$ cat src/rtl/irq_ctrl_6502_pkg.sv
// Register map and helpers shared by the 6502 interrupt controller.
// Offsets follow CPU_AB[2:0] within the controller's I/O page slot.
package irq_ctrl_6502_pkg;

  localparam logic [2:0] IRQC_PEND   = 3'd0;
  localparam logic [2:0] IRQC_ENABLE = 3'd1;
  localparam logic [2:0] IRQC_EDGE   = 3'd2;
  localparam logic [2:0] IRQC_VECTOR = 3'd3;
  localparam logic [2:0] IRQC_RAW    = 3'd4;
  localparam logic [2:0] IRQC_NMISEL = 3'd5;

  localparam int VECTOR_ANY = 7;

  // Lowest-numbered active source wins; no active source yields 8'h00.
  function automatic logic [7:0] irqc_vector(input logic [7:0] act);
    logic [7:0] v;
    v = 8'h00;
    for (int i = 7; i >= 0; i--) begin
      if (act[i]) begin
        v             = 8'h00;
        v[VECTOR_ANY] = 1'b1;
        v[2:0]        = 3'(i);
      end
    end
    return v;
  endfunction

endpackage

$ cat src/rtl/irq_ctrl_6502_sync_edge.sv
// Per-source input synchronizer plus falling-edge (assertion) detector.
// Flops reset to 1 so a source held low through reset still produces an edge afterwards.
module irq_ctrl_6502_sync_edge #(
  parameter int SYNC_STG = 2
) (
  input  logic clk,
  input  logic reset_n,
  input  logic src_n_i,
  output logic level_o,
  output logic fall_o
);

  logic [SYNC_STG-1:0] sync_q, sync_d;
  logic                hist_q;

  assign sync_d = {sync_q[SYNC_STG-2:0], src_n_i};

  always_ff @(posedge clk or negedge reset_n) begin
    if (!reset_n) begin
      sync_q <= '1;
      hist_q <= 1'b1;
    end else begin
      sync_q <= sync_d;
      hist_q <= sync_q[SYNC_STG-1];
    end
  end

  assign level_o = ~sync_q[SYNC_STG-1];
  assign fall_o  = hist_q & ~sync_q[SYNC_STG-1];

endmodule

$ cat src/rtl/irq_ctrl_6502.sv
// Memory-mapped IRQ merger for the 6502 I/O page: enable, edge/level mode, priority vector.
// Optional NMI routing register is built only when IRQC_NMI_EN is defined.
module irq_ctrl_6502
  import irq_ctrl_6502_pkg::*;
#(
  parameter int N_SRC    = 8,
  parameter int SYNC_STG = 2
) (
  input  logic             clk,
  input  logic             reset_n,
  input  logic             cs_n,
  input  logic             we_n,
  input  logic [2:0]       rs,
  input  logic [7:0]       din,
  output logic [7:0]       dout,
  input  logic [N_SRC-1:0] src_irq_n,
  output logic             irq_n,
  output logic             nmi_n
);

  localparam logic [7:0] SRC_MASK = 8'((16'd1 << N_SRC) - 16'd1);

  logic [7:0] level_v, fall_v, nmisel;
  logic [7:0] pend_q, pend_d, enable_q, enable_d, edge_q, edge_d;
  logic [7:0] dout_q, dout_d, w1c, active, rdata;
  logic       irq_n_q, irq_n_d, nmi_n_q, nmi_n_d;
  logic       wr_en, rd_en;

  assign wr_en = !cs_n && !we_n;
  assign rd_en = !cs_n && we_n;

  for (genvar i = 0; i < 8; i++) begin : g_src
    if (i < N_SRC) begin : g_on
      irq_ctrl_6502_sync_edge #(
        .SYNC_STG(SYNC_STG)
      ) u_sync (
        .clk    (clk),
        .reset_n(reset_n),
        .src_n_i(src_irq_n[i]),
        .level_o(level_v[i]),
        .fall_o (fall_v[i])
      );
    end else begin : g_off
      assign level_v[i] = 1'b0;
      assign fall_v[i]  = 1'b0;
    end
  end

`ifdef IRQC_NMI_EN
  logic [7:0] nmisel_q, nmisel_d;

  always_comb begin
    nmisel_d = nmisel_q;
    if (wr_en && rs == IRQC_NMISEL) nmisel_d = din & SRC_MASK;
  end

  always_ff @(posedge clk or negedge reset_n) begin
    if (!reset_n) nmisel_q <= 8'h00;
    else          nmisel_q <= nmisel_d;
  end

  assign nmisel = nmisel_q;
`else
  assign nmisel = 8'h00;
`endif

  always_comb begin
    enable_d = enable_q;
    edge_d   = edge_q;
    w1c      = 8'h00;
    if (wr_en) begin
      case (rs)
        IRQC_PEND:   w1c      = din & edge_q & SRC_MASK;
        IRQC_ENABLE: enable_d = din & SRC_MASK;
        IRQC_EDGE:   edge_d   = din & SRC_MASK;
        default: ;
      endcase
    end
  end

  // Edge bits latch (a new edge beats a same-cycle clear); level bits mirror the input.
  always_comb begin
    pend_d = 8'h00;
    for (int i = 0; i < 8; i++) begin
      if (edge_q[i]) pend_d[i] = fall_v[i] | (pend_q[i] & ~w1c[i]);
      else           pend_d[i] = level_v[i];
    end
  end

  assign active = pend_q & enable_q;

  always_comb begin
    case (rs)
      IRQC_PEND:   rdata = pend_q;
      IRQC_ENABLE: rdata = enable_q;
      IRQC_EDGE:   rdata = edge_q;
      IRQC_VECTOR: rdata = irqc_vector(active);
      IRQC_RAW:    rdata = level_v;
      IRQC_NMISEL: rdata = nmisel;
      default:     rdata = 8'h00;
    endcase
  end

  assign dout_d  = rd_en ? rdata : dout_q;
  assign irq_n_d = ~|(active & ~nmisel);
  assign nmi_n_d = ~|(active & nmisel);

  always_ff @(posedge clk or negedge reset_n) begin
    if (!reset_n) begin
      pend_q   <= 8'h00;
      enable_q <= 8'h00;
      edge_q   <= 8'h00;
      dout_q   <= 8'h00;
      irq_n_q  <= 1'b1;
      nmi_n_q  <= 1'b1;
    end else begin
      pend_q   <= pend_d;
      enable_q <= enable_d;
      edge_q   <= edge_d;
      dout_q   <= dout_d;
      irq_n_q  <= irq_n_d;
      nmi_n_q  <= nmi_n_d;
    end
  end

  assign dout  = dout_q;
  assign irq_n = irq_n_q;
  assign nmi_n = nmi_n_q;

endmodule
$ cat config.mk
export PLATFORM = sky130hd
export DESIGN_NAME = irq_ctrl_6502
export DESIGN_NICKNAME = d
export VERILOG_FILES = /design/src/rtl/irq_ctrl_6502_pkg.sv /design/src/rtl/irq_ctrl_6502_sync_edge.sv /design/src/rtl/irq_ctrl_6502.sv
export SDC_FILE = /design/constraint.sdc
export NUM_CORES = 1
export LEC_CHECK = 0
export ABC_AREA = 1
export CORE_UTILIZATION = 40
export DETAILED_ROUTE_END_ITERATION = 8
export PLACE_DENSITY = 0.67
export SLEW_MARGIN = 20
export SYNTH_ARGS = -nofsm -noshare
export SYNTH_HDL_FRONTEND = slang
export SYNTH_SLANG_ARGS = --single-unit
$ cat constraint.sdc
create_clock -name clk -period 1.4 [get_ports clk]
set_input_delay 0.35 -clock clk [delete_from_list [all_inputs] [get_ports clk]]
set_output_delay 0.35 -clock clk [all_outputs]
set_load 0.03 [all_outputs]
======== Word-level counts from Yosys, hierarchy flattened ========
Index checks and enable logic that the tools add are counted.
storage, ports and cells
  logic and storage cells ................. 95
  flip-flop bits (word level) ............. 57
  input bits .............................. 23
  output and inout bits ................... 10
cells by class
  bitwise gates (word level) .............. 42
  equality and inequality tests ........... 4
  reductions and logical operators ........ 9
  muxes and demuxes ....................... 19
operator list
  operator            count
  $mux 8              10
  $pmux 8 s5          1
  $and 1x1->1         16
  $and 8x8->8         2
  $not 1->1           16
  $mux 1              8
  $or 1x1->1          8
  $reduce_or 8->1     1
  $eq 3x2->1 const B  2
  $reduce_and 2->1    2
  $eq 3x1->1 const B  1
  $eq 3x3->1 const B  1
  $logic_not 1->1     3
  $logic_not 3->1     1
  $logic_and 1x1->1   2

======== Logic depth before layout (Yosys ltp) ========
Gate-level depths: netlist of run 1.
  word-level depth ........................ 10
  gate-level depth with buffers ........... 12
  gate-level depth less buffers ........... 12

======== Modules after synthesis ========
A second synthesis of run 1 with hierarchy kept.
unflattened totals
  cells, all modules ...................... 274
  area, all modules ....................... 2,494.9 um2
by module, submodules not included
  module                   seq. area each (um2)  cells an instance  times used  area each (um2)
  irq_ctrl_6502            827.0                 226                1           1,754.2
  irq_ctrl_6502_sync_edge  78.8                  6                  8           92.6

======== Worst setup path before layout of run 1 ========
No wires, ideal clock.
  path type ............................... input to register
  start ................................... in rs[0]
  end ..................................... reg edge_q[5]
  arrival ................................. 0.970 ns
  buffers on the path ..................... 1
  stages on the path ...................... 7
  path slack .............................. 0.311 ns
  required time ........................... 1.281 ns
  setup time .............................. 0.119 ns
  path through ............................ inv_1 > nand3_2 > inv_2 > nand2_4 > buf_8 > nand2_1 > o21ai_2
between the ends
  cells in the longest elaborated chain, start to end .. 2
ends and longest elaborated chain
  what                               RTL line              text
  from (decl)                        irq_ctrl_6502.sv:13   input logic [2:0] rs,
  $eq 3x2->1                         irq_ctrl_6502.sv:72   case (rs)
  $reduce_and 2->1 (no source line)  --
  to (signal assigned)               irq_ctrl_6502.sv:119  edge_q <= edge_d;
  to (decl)                          irq_ctrl_6502.sv:24   logic [7:0] pend_q, pend_d, enable_q, enable_d, edge_q, edge_d;
No other way between the ends.
A chain may end at the register's enable or synchronous reset.

======== Worst setup path in the final report of run 1 ========
  start ................................... reg irq_n_q (netlist: irq_n)
  end ..................................... out irq_n
RTL lines
  what                    RTL line              text
  from (decl)             irq_ctrl_6502.sv:26   logic irq_n_q, irq_n_d, nmi_n_q, nmi_n_d;
  from (signal assigned)  irq_ctrl_6502.sv:121  irq_n_q <= irq_n_d;
  to (decl)               irq_ctrl_6502.sv:17   output logic irq_n,
No word-level cell between the ends.

==> metrics.txt, run 1 <==
status finished, final reports clean; post-detail-place hpwl 3.13 mm; critical path, cell by cell buf_4; static leakage 1.46 nW; first-pass GRT wire length 7.88 mm; Critical Path Max Stage Delay 0.52 ns; post-CTS clock slew at the launch and capture registers of the worst setup and hold paths 0.07 ns; post-detailed-placement cell area 0.00284 mm²; final standard cell area without fillers 0.00305 mm²; mapped cell area 0.00243 mm²; core region area approximately 0.0059 mm²; filler cell count in the final layout 552; maximum fanout along the worst path 1; sum of routed wire segments on met1 2.21 mm; Critical Path Start Type register; All-Layer GR Usage 16.8%; number of flops mapped to enable cells by yosys 0; total net switching power roughly 1.2 mW; proportion of power drawn by combinational gates 18.6%; maximum level of the CTS H-tree 3; critical path class reg2out; fraction of layout cells with a size suffix above 1 30.8%; most frequent cell after synthesis sky130_fd_sc_hd__nand2_1; launch point of the worst path irq_n$_DFF_PN1_; share of power burned in the clock network 32.5%; Via-to-Cell Ratio ~4.7; pin count of the biggest net entering global routing 58; number of hold buffers added after cts 0; synthesis-to-layout area growth 25.7%; Yosys warning count 0; most frequently used flop master after synthesis sky130_fd_sc_hd__dfrtp_1; data arrival time of the critical path 0.99 ns; worst clock skew 0.0129 ns; switching portion of total power 28.2%; floorplan row count 28; endpoint required time on the critical path approximately 1.1 ns; launch point of the worst reg-to-reg path enable_q[4]$_DFFE_PN0P_; areal power density over the cells between 1000 and 1500 mW/mm²; delay-heaviest family, CP flip-flops; Post-synth ARST share 100%; Slew Limit Fails 0; CTS root buf sky130_fd_sc_hd__clkbuf_8; highest achievable clock rate 744 MHz; number of sinks driven by the clock tree 57; area of all sequential standard cells 0.00146 mm²; count of mapped cells out of synthesis 247; multi-input logic area 843 µm²; post-detailed-route count of antenna-violating nets 0; slowest stage cell on the critical path sky130_fd_sc_hd__dfstp_2; routed wl met2 1.99 mm; highest metal layer used by the detailed router met4; port buffer count 31; number of nets in the final layout 314; post-placement cell count 355; die height 79.9 µm; crit path buf inv count 1; type of element capturing the critical path primary output; via count of the first global-routing pass roughly 1,600; cell types with the largest area share after synthesis sky130_fd_sc_hd__dfrtp_1 (33%), sky130_fd_sc_hd__dfstp_2 (27%), sky130_fd_sc_hd__nand2_1 (12%); Yosys reg bits 57; DR pass1 iterations 4; IO Count 33; Internal 2.99 mW; clock latency on the worst-skew pair 0.33 ns; Total Die Area 0.00639 mm²; fraction of the cycle the final worst path needs 96.0%; Met3 Wirelength 224 µm; Routed WL per cell 12.2 µm; Final Hold Vio Count 0; Setup-failing EPs final 0; starting utilization of the core area 41.3%; antenna violations before repair 0; horizontal extent of the die 79.9 µm; post-synth top area cell sky130_fd_sc_hd__dfrtp_1; Post-Synthesis Net Count 270; sequential-to-total area share from yosys stat 60.0%; number of distinct library cells after synthesis 27; RD Place Congestion 0.830; clock tree from TritonCTS built; mean instance size in the synthesized netlist 9.84 µm²; number of buffers added for setup after CTS 0; relative contribution of sequential cells to total power 48.9%; count of antenna diodes in the layout 0; Worst Hold Class in2async; area fraction of the dominant cell type after synthesis between 30 and 40%; CTS buffer count 9; min Tclk post-route about 1.3 ns; Max Buffers Root-to-Sink 2; aggregate global routing overflow 0; detailed-route DRC error count 0; Via Count 1,739; Max VDD drop 0.669 mV; Max Cap Viol 0; final core utilization 51.9%; post-detailed-routing wire length around 4.5 mm; final standard cell count with taps included and fillers excluded 370; top cells by count, synth sky130_fd_sc_hd__nand2_1 (77), sky130_fd_sc_hd__dfrtp_1 (32), sky130_fd_sc_hd__dfstp_2 (25), sky130_fd_sc_hd__inv_1 (25), sky130_fd_sc_hd__o21ai_2 (17); Detailed Route Iter0 Violations 150
-- kinds of logic (layout without fill, tap and decap cells) --
kind of cell | Yosys count | in the layout | share of synthesized area (%)
other cells | 1 | 1 | 0.154
flops | 57 | 57 | 60.0
buf+inv | 34 | 82 | 6.28
simple gates | 105 | 105 | 19.5
compound gates | 50 | 50 | 14.1
-- power by group through the flow --
stage | Clock [mW] | Sequential [mW] | Combinational (mW)
2_1_floorplan | 0 | 2.12 | 0.415
3_3_place_gp | 0 | 2.06 | 0.769
3_5_place_dp | 0 | 2.06 | 0.782
4_1_cts | 1.41 | 2.04 | 0.773
5_1_grt | 1.50 | 2.06 | 0.880
6_report | 1.36 | 2.04 | 0.775
-- final cells by class --
class,count,area share [%]
multi-input combinational,156,27.6
tap,75,3.07
inverter,31,3.97
timing repair buffer,36,11.8
clock buffer,15,5.78
sequential,57,47.7
-- sequential cells by signal (all words and copies together), names as in the netlist --
signal,count
g_src.g_on.u_sync.sync_q,16
dout,8
edge_q,8
enable_q,8
g_src.g_on.u_sync.hist_q,8
pend_q,8
irq_n,1
-- layer usage --
layer | global-route usage (%) | vias up
met4 | 7.50 | 0
met1 | 23.6 | 808
met2 | 23.2 | 45
met5 | 0 | -
li1 | - | 874
met3 | 5.60 | 12
-- metrics by stage --
step                      hold slack [ns]  total power [mW]  TNS (ns)  setup WS, ns
after floorplan                    0.0544              2.54         0         0.311
after global placement              0.345              2.83     -8.07        -0.321
after detailed placement            0.347              2.85     -9.08        -0.344
after CTS                          0.0106              4.22         0       0.00113
after global routing               0.0212              4.44  -0.00804      -0.00804
final                              0.0106              4.17         0        0.0563
-- path summary, 6_finish.rpt --
path                                                            endpoint  slack [ns]  cells past startpoint
worst max-delay path                                               irq_n        0.06                      1
worst min-delay path                               edge_q[2]$_DFFE_PN0P_        0.01                      2
worst max register to register                       dout[7]$_DFFE_PN0P_        0.18                      8
worst min register to register  g_src[3].g_on.u_sync.sync_q[1]$_DFF_PN1_        0.35                      0
max in group asynchronous       g_src[3].g_on.u_sync.sync_q[1]$_DFF_PN1_        1.09                      2
min in group clk                g_src[3].g_on.u_sync.sync_q[1]$_DFF_PN1_        0.35                      0
-- cell usage in the layout (no fill, tap or decap), drive strengths merged, types with 4 or more instances in the layout --
master	count
clkdlybuf4s50	19
nand3	4
inv	30
o21ai	36
dfrtp	32
clkbuf	16
buf	7
o22ai	9
clkdlybuf4s15	7
nand2	84
nor2	16
dfstp	25
-- repair_timing --
action | CTS | global route
pin swaps | 1 | 1
cloned | 0 | 0
gates resized for setup | 23 | 13
endpoints found under the setup margin | 11 | 24
No activity file was read; power rests on OpenSTA's default activity.
==> inputs of run 2 (changes only) <==
Settings changed: CAP_MARGIN set to 20, MAX_ROUTING_LAYER set to met4.
Clock period 1.4 ns to 1.6 ns, I/O delays scaled along.
==> run 2 against run 1 <==
  * Setup slack improved by 0.014 ns
  * Register-to-register slack gained 0.20 ns
  * Critical path depth did not move
  * Non-clock buffer count is the same
  * Design area is 0.33% lower
  * Cell count up 0.27%
  * Sequential power down 13%
  * Count of clock-buffer cells in the layout shrank 1
  * Core utilization is 0.17 points lower
  * Largest cell class unchanged
==> metrics.txt, run 2 (same netlist as run 1, synthesis figures left out) <==
status finished, final reports clean; maximum fanout along the worst path 1 (unchanged); endpoint required time on the critical path 1.20 ns (+0.15 ns); CTS buffer count 9 (unchanged); critical path class reg2out; post-placement cell count 355 (unchanged); aggregate global routing overflow 0 (unchanged); critical path, cell by cell clkdlybuf4s15_2; max reg flops 16 (unchanged); CTS root buf sky130_fd_sc_hd__clkbuf_8; launch point of the worst path irq_n$_DFF_PN1_; total net switching power 1.06 mW (-10%); relative contribution of sequential cells to total power 46.6% (-2.3 points); final standard cell area without fillers 0.00304 mm² (-0.33%); highest achievable clock rate roughly 650 MHz; Worst Hold Class in2async; DR pass1 iterations 5 (+1); share of power burned in the clock network 36.1% (+3.6 points); via count of the first global-routing pass 1,738 (+5.5%); die height 79.9 µm (unchanged); post-CTS clock slew at the launch and capture registers of the worst setup and hold paths 0.06 ns (about the same); Max Buffers Root-to-Sink 2 (unchanged); final standard cell count with taps included and fillers excluded 371 (+0.27%); horizontal extent of the die 79.9 µm (unchanged); number of sinks driven by the clock tree 57 (unchanged); RSZ-0062 raised after global routing no; launch point of the worst reg-to-reg path pend_q[4]$_DFF_PN0_; post-detail-place hpwl 3.23 mm (+2.9%); switching portion of total power 27.7% (-0.56 points); Total Die Area 0.00639 mm² (unchanged); port buffer count 31 (unchanged); floorplan row count 28 (unchanged); Via-to-Cell Ratio 4.69 (-0.15%); IO Count 33 (unchanged); crit path buf inv count 1 (unchanged); number of cell instances on the worst register-to-register path 8 (unchanged); starting utilization of the core area 41.3% (unchanged); proportion of power drawn by combinational gates 17.3% (-1.3 points); Internal 2.77 mW (-7.5%); All-Layer GR Usage 17.6% (+0.89 points); maximum level of the CTS H-tree 3 (unchanged); delay-heaviest family, CP flip-flops; post-detailed-routing wire length 4.71 mm (+4.3%); min Tclk post-route 1.53 ns; Critical Path Start Type register; antenna violations before repair 0 (unchanged); Max VDD drop 0.610 mV (-8.8%); largest register by flop count g_src.g_on.u_sync.sync_q; capture point of the worst reg-to-reg path dout[7]$_DFFE_PN0P_; fraction of layout cells with a size suffix above 1 27.7% (-3.1 points); Slew Limit Fails 0 (unchanged); detailed-route DRC error count 0 (unchanged); Register-to-Register Setup Slack 0.38 ns (+0.20 ns); Detailed Route Iter0 Violations 120 (-20%); areal power density over the cells 1260 mW/mm² (-7.9%); commonest cells after routing, fill and taps aside sky130_fd_sc_hd__nand2_1 (77), sky130_fd_sc_hd__dfrtp_1 (32), sky130_fd_sc_hd__inv_1 (25), sky130_fd_sc_hd__dfstp_2 (25), sky130_fd_sc_hd__clkdlybuf4s50_1 (21); first-pass GRT wire length 8.07 mm (+2.5%); Setup-failing EPs final 0 (unchanged); logic depth of the worst path, buffers included 1 (unchanged); post-detailed-placement cell area 0.00285 mm² (about the same); Max Cap Viol 0 (unchanged); Routed WL per cell 12.7 µm (+4.0%); Critical Path Max Stage Delay 0.51 ns (about the same); worst clock skew 0.00949 ns (-0.00339 ns); post-detailed-route count of antenna-violating nets 0 (unchanged); core region area 0.00589 mm² (unchanged); clock tree from TritonCTS built; fraction of the cycle the final worst path needs 95.6%; Final Hold Vio Count 0 (unchanged); static leakage 1.47 nW (+1.1%); number of hold buffers added after cts 0 (unchanged); RD Place Congestion 0.850 (+2.4%); Setup crit end irq_n; type of element capturing the critical path primary output; number of nets in the final layout 314 (unchanged); Via Count 1,741 (+0.12%); slowest stage cell on the critical path sky130_fd_sc_hd__dfstp_2; count of antenna diodes in the layout 0 (unchanged); pin count of the biggest net entering global routing 58 (unchanged); clock latency on the worst-skew pair 0.34 ns (about the same); synthesis-to-layout area growth 25.3%; commonest non-fill, non-tap cell in the layout sky130_fd_sc_hd__nand2_1; data arrival time of the critical path 1.13 ns (+0.14 ns)
[run 2: cell types whose count changed in the layout (fill, tap and decap cells not counted), moves of 2 or more]
cell                              previous run  this run
sky130_fd_sc_hd__o21ai_1                     8         6
sky130_fd_sc_hd__clkdlybuf4s15_2             7         1
sky130_fd_sc_hd__dlymetal6s2s_1              2         0
sky130_fd_sc_hd__dlygate4sd2_1               0         8
sky130_fd_sc_hd__o21ai_2                    19        17
sky130_fd_sc_hd__clkdlybuf4s50_1            19        21
sky130_fd_sc_hd__o21ai_0                     9        13
[run 2: worst min-delay path by stage]
| stage | startpoint | slack (ns) | endpoint | depth (start not counted) |
|---|---|---|---|---|
| final | reset_n | 0.06 | enable_q[2]$_DFFE_PN0P_ | 2 |
| after global routing | reset_n | 0.08 | edge_q[4]$_DFFE_PN0P_ | 2 |
| after CTS | reset_n | 0.06 | dout[7]$_DFFE_PN0P_ | 2 |
| after detailed placement | g_src[3].g_on.u_sync.sync_q[0]$_DFF_PN1_ | 0.35 | g_src[3].g_on.u_sync.sync_q[1]$_DFF_PN1_ | 0 |
| after global placement | g_src[1].g_on.u_sync.sync_q[0]$_DFF_PN1_ | 0.35 | g_src[1].g_on.u_sync.sync_q[1]$_DFF_PN1_ | 0 |
| after floorplan | reset_n | 0.10 | dout[0]$_DFFE_PN0P_ | 0 |
[run 2: area by class of cell]
type,instances,area [µm²]
clock buffers,14,173
clock inverters,2,35.0
fillers,557,2840
inverters,31,119
multi-input cells,156,820
flip-flops and latches,57,1460
well taps,75,93.8
repair buffers,36,347
[run 2: repair_timing]
item                       in CTS  in global routing
resized for setup              11                  0
hold endpoints to repair        0                  0
setup endpoints to repair       9                  0
buffers inserted                0                  0
[run 2: power groups by stage]
stage	combinational, mW	clock (mW)	sequential [mW]
after floorplan	0.363	0	1.86
after global placement	0.675	0	1.80
after detailed placement	0.692	0	1.81
after CTS	0.671	1.42	1.78
after global routing	0.748	1.48	1.81
final	0.663	1.38	1.78
[run 2: through the flow]
stage / setup WS (ns) / hold slack (ns) / power [mW] / setup TNS (ns) / utilization [%]
2_1_floorplan: 0.461 / 0.104 / 2.22 / 0 / -
3_3_place_gp: -0.173 / 0.346 / 2.48 / -3.25 / 48.3
3_5_place_dp: -0.236 / 0.347 / 2.50 / -4.31 / 48.3
4_1_cts: 0.0566 / 0.0607 / 3.87 / 0 / 51.7
5_1_grt: 0.0236 / 0.0780 / 4.04 / 0 / 51.7
6_report: 0.0708 / 0.0600 / 3.83 / 0 / 51.7
[run 2: metal layers]
metal  track usage (%)  share of wire (%)
met5                 -                  0
met4              8.75                2.0
met3              5.60                4.6
met2              25.8                 45
met1              22.0                 49
==> inputs of run 3 (changes only) <==
Settings changed: CORE_MARGIN set to 8, PLACE_DENSITY 0.67 to 0.64.
==> run 3 against run 2 <==
  * First-iteration DRC count decreased by 32%
  * Non-clock buffer count unchanged
  * Count of clock-buffer cells in the layout unchanged
==> metrics.txt, run 3 (same netlist as run 1, synthesis figures left out) <==
status finished, final reports clean; post-detailed-routing wire length 4.74 mm (+0.59%); Final Hold Vio Count 0 (unchanged); antenna violations before repair 0 (unchanged); DR pass1 iterations 4 (-1); post-detail-place hpwl 3.30 mm (+2.3%); post-placement cell count 355 (unchanged); count of antenna diodes in the layout 0 (unchanged); starting utilization of the core area 41.3% (unchanged); RSZ-0062 raised after global routing no; pin count of the biggest net entering global routing 58 (unchanged); critical path class reg2out; Routed WL per cell 12.8 µm (+0.59%); type of element capturing the critical path primary output; Max VDD drop 0.895 mV (+47%); number of sinks driven by the clock tree 57 (unchanged); number of buffers added for setup after CTS 0 (unchanged); Via-to-Cell Ratio 4.58 (-2.3%); Critical Path Start Type register; Slew Limit Fails 0 (unchanged); fraction of the cycle the final worst path needs 95.1% (-0.44 points); highest achievable clock rate 657 MHz (+0.46%); aggregate global routing overflow 0 (unchanged); detailed-route DRC error count 0 (unchanged); post-CTS clock slew at the launch and capture registers of the worst setup and hold paths 0.06 ns (about the same); commonest non-fill, non-tap cell in the layout sky130_fd_sc_hd__nand2_1; All-Layer GR Usage 12.6% (-5.0 points); post-layout total power 3.83 mW (about the same); port buffer count 31 (unchanged); crit path buf inv count 1 (unchanged); die height 93.9 µm (+18%); CTS root buf sky130_fd_sc_hd__clkbuf_8; via count of the first global-routing pass 1,728 (-0.58%); Worst Hold Class in2async; number of nets in the final layout 314 (unchanged); synthesis-to-layout area growth 25.3% (unchanged); IO Count 33 (unchanged); maximum level of the CTS H-tree 3 (unchanged); Via Count 1,701 (-2.3%); Worst Hold Margin 0.0591 ns (-0.000951 ns); final standard cell count with taps included and fillers excluded 371 (unchanged); core region area 0.00589 mm² (unchanged); max reg flops 16 (unchanged); Critical Path Max Stage Delay 0.51 ns (about the same); first-pass GRT wire length 8.25 mm (+2.2%); endpoint required time on the critical path 1.20 ns (about the same); fraction of layout cells with a size suffix above 1 27.7% (unchanged); data arrival time of the critical path 1.12 ns (about the same); RD Place Congestion 0.926 (+8.9%); Max Buffers Root-to-Sink 2 (unchanged); post-detailed-route count of antenna-violating nets 0 (unchanged); floorplan row count 28 (unchanged); Detailed Route Iter0 Violations 82 (-32%); delay-heaviest family, CP flip-flops; maximum fanout along the worst path 1 (unchanged); areal power density over the cells 1260 mW/mm² (about the same); static leakage 1.47 nW (unchanged); horizontal extent of the die 93.9 µm (+18%); Total Neg Setup Slack 0 ns (unchanged); CTS buffer count 9 (unchanged); Max Cap Viol 0 (unchanged); Total Die Area 0.00882 mm² (+38%); critical path, cell by cell clkdlybuf4s15_2; slowest stage cell on the critical path sky130_fd_sc_hd__dfstp_2; clock latency on the worst-skew pair 0.33 ns (about the same); number of hold buffers added after cts 0 (unchanged); clock tree from TritonCTS built; worst clock skew 0.00637 ns (-0.00312 ns); commonest cells after routing, fill and taps aside sky130_fd_sc_hd__nand2_1 (77), sky130_fd_sc_hd__dfrtp_1 (32), sky130_fd_sc_hd__inv_1 (25), sky130_fd_sc_hd__dfstp_2 (25), sky130_fd_sc_hd__clkdlybuf4s50_1 (21); largest register by flop count g_src.g_on.u_sync.sync_q; Setup-failing EPs final 0 (unchanged); min Tclk post-route 1.52 ns (-0.00705 ns)
run 3: area by class of cell:
cell class	count	area [µm²]
clock inverter	2	35.0
clock buffer	14	173
tap	75	93.8
fill	559	2840
sequential	57	1460
timing repair buffer	36	347
multi-input combinational	156	820
inverter	31	119
run 3: layer usage:
| layer | global-route usage [%] | up-vias | share of wire, % |
|---|---|---|---|
| li1 | - | 877 | - |
| met1 | 15.8 | 781 | 49 |
| met2 | 16.9 | 39 | 43 |
| met3 | 5.76 | 4 | 6.7 |
| met4 | 5.94 | 0 | 1.1 |
| met5 | - | - | 0 |
run 3: what timing repair did:
action,4_1_cts,5_1_grt
endpoints found under the hold margin,0,0
setup endpoints to repair,9,0
gates resized for setup,11,0
run 3: worst paths after layout:
kind                                                           from                                        to  slack, ns  depth (start not counted)
min in group clk           g_src[5].g_on.u_sync.sync_q[0]$_DFF_PN1_  g_src[5].g_on.u_sync.sync_q[1]$_DFF_PN1_       0.35                          0
max                                                 irq_n$_DFF_PN1_                                     irq_n       0.08                          1
min reg2reg                g_src[5].g_on.u_sync.sync_q[0]$_DFF_PN1_  g_src[5].g_on.u_sync.sync_q[1]$_DFF_PN1_       0.35                          0
min                                                         reset_n                       pend_q[2]$_DFF_PN0_       0.06                          2
max in group asynchronous                                   reset_n                           irq_n$_DFF_PN1_       1.24                          2
max reg2reg                                 enable_q[5]$_DFFE_PN0P_                       dout[7]$_DFFE_PN0P_       0.40                          8
run 3: power by group:
part	total (mW)	switching, mW	internal (mW)
registers	1.78	0.121	1.66
logic	0.656	0.392	0.264
clock network	1.39	0.547	0.846
run 3: through the flow:
stage	setup slack [ns]	util, %	area [µm²]
after floorplan	0.461	-	2430
after global routing	0.0392	51.7	3040
after global placement	-0.195	48.3	2850
after CTS	0.0536	51.7	3040
after detailed placement	-0.194	48.3	2850
final	0.0779	51.7	3040
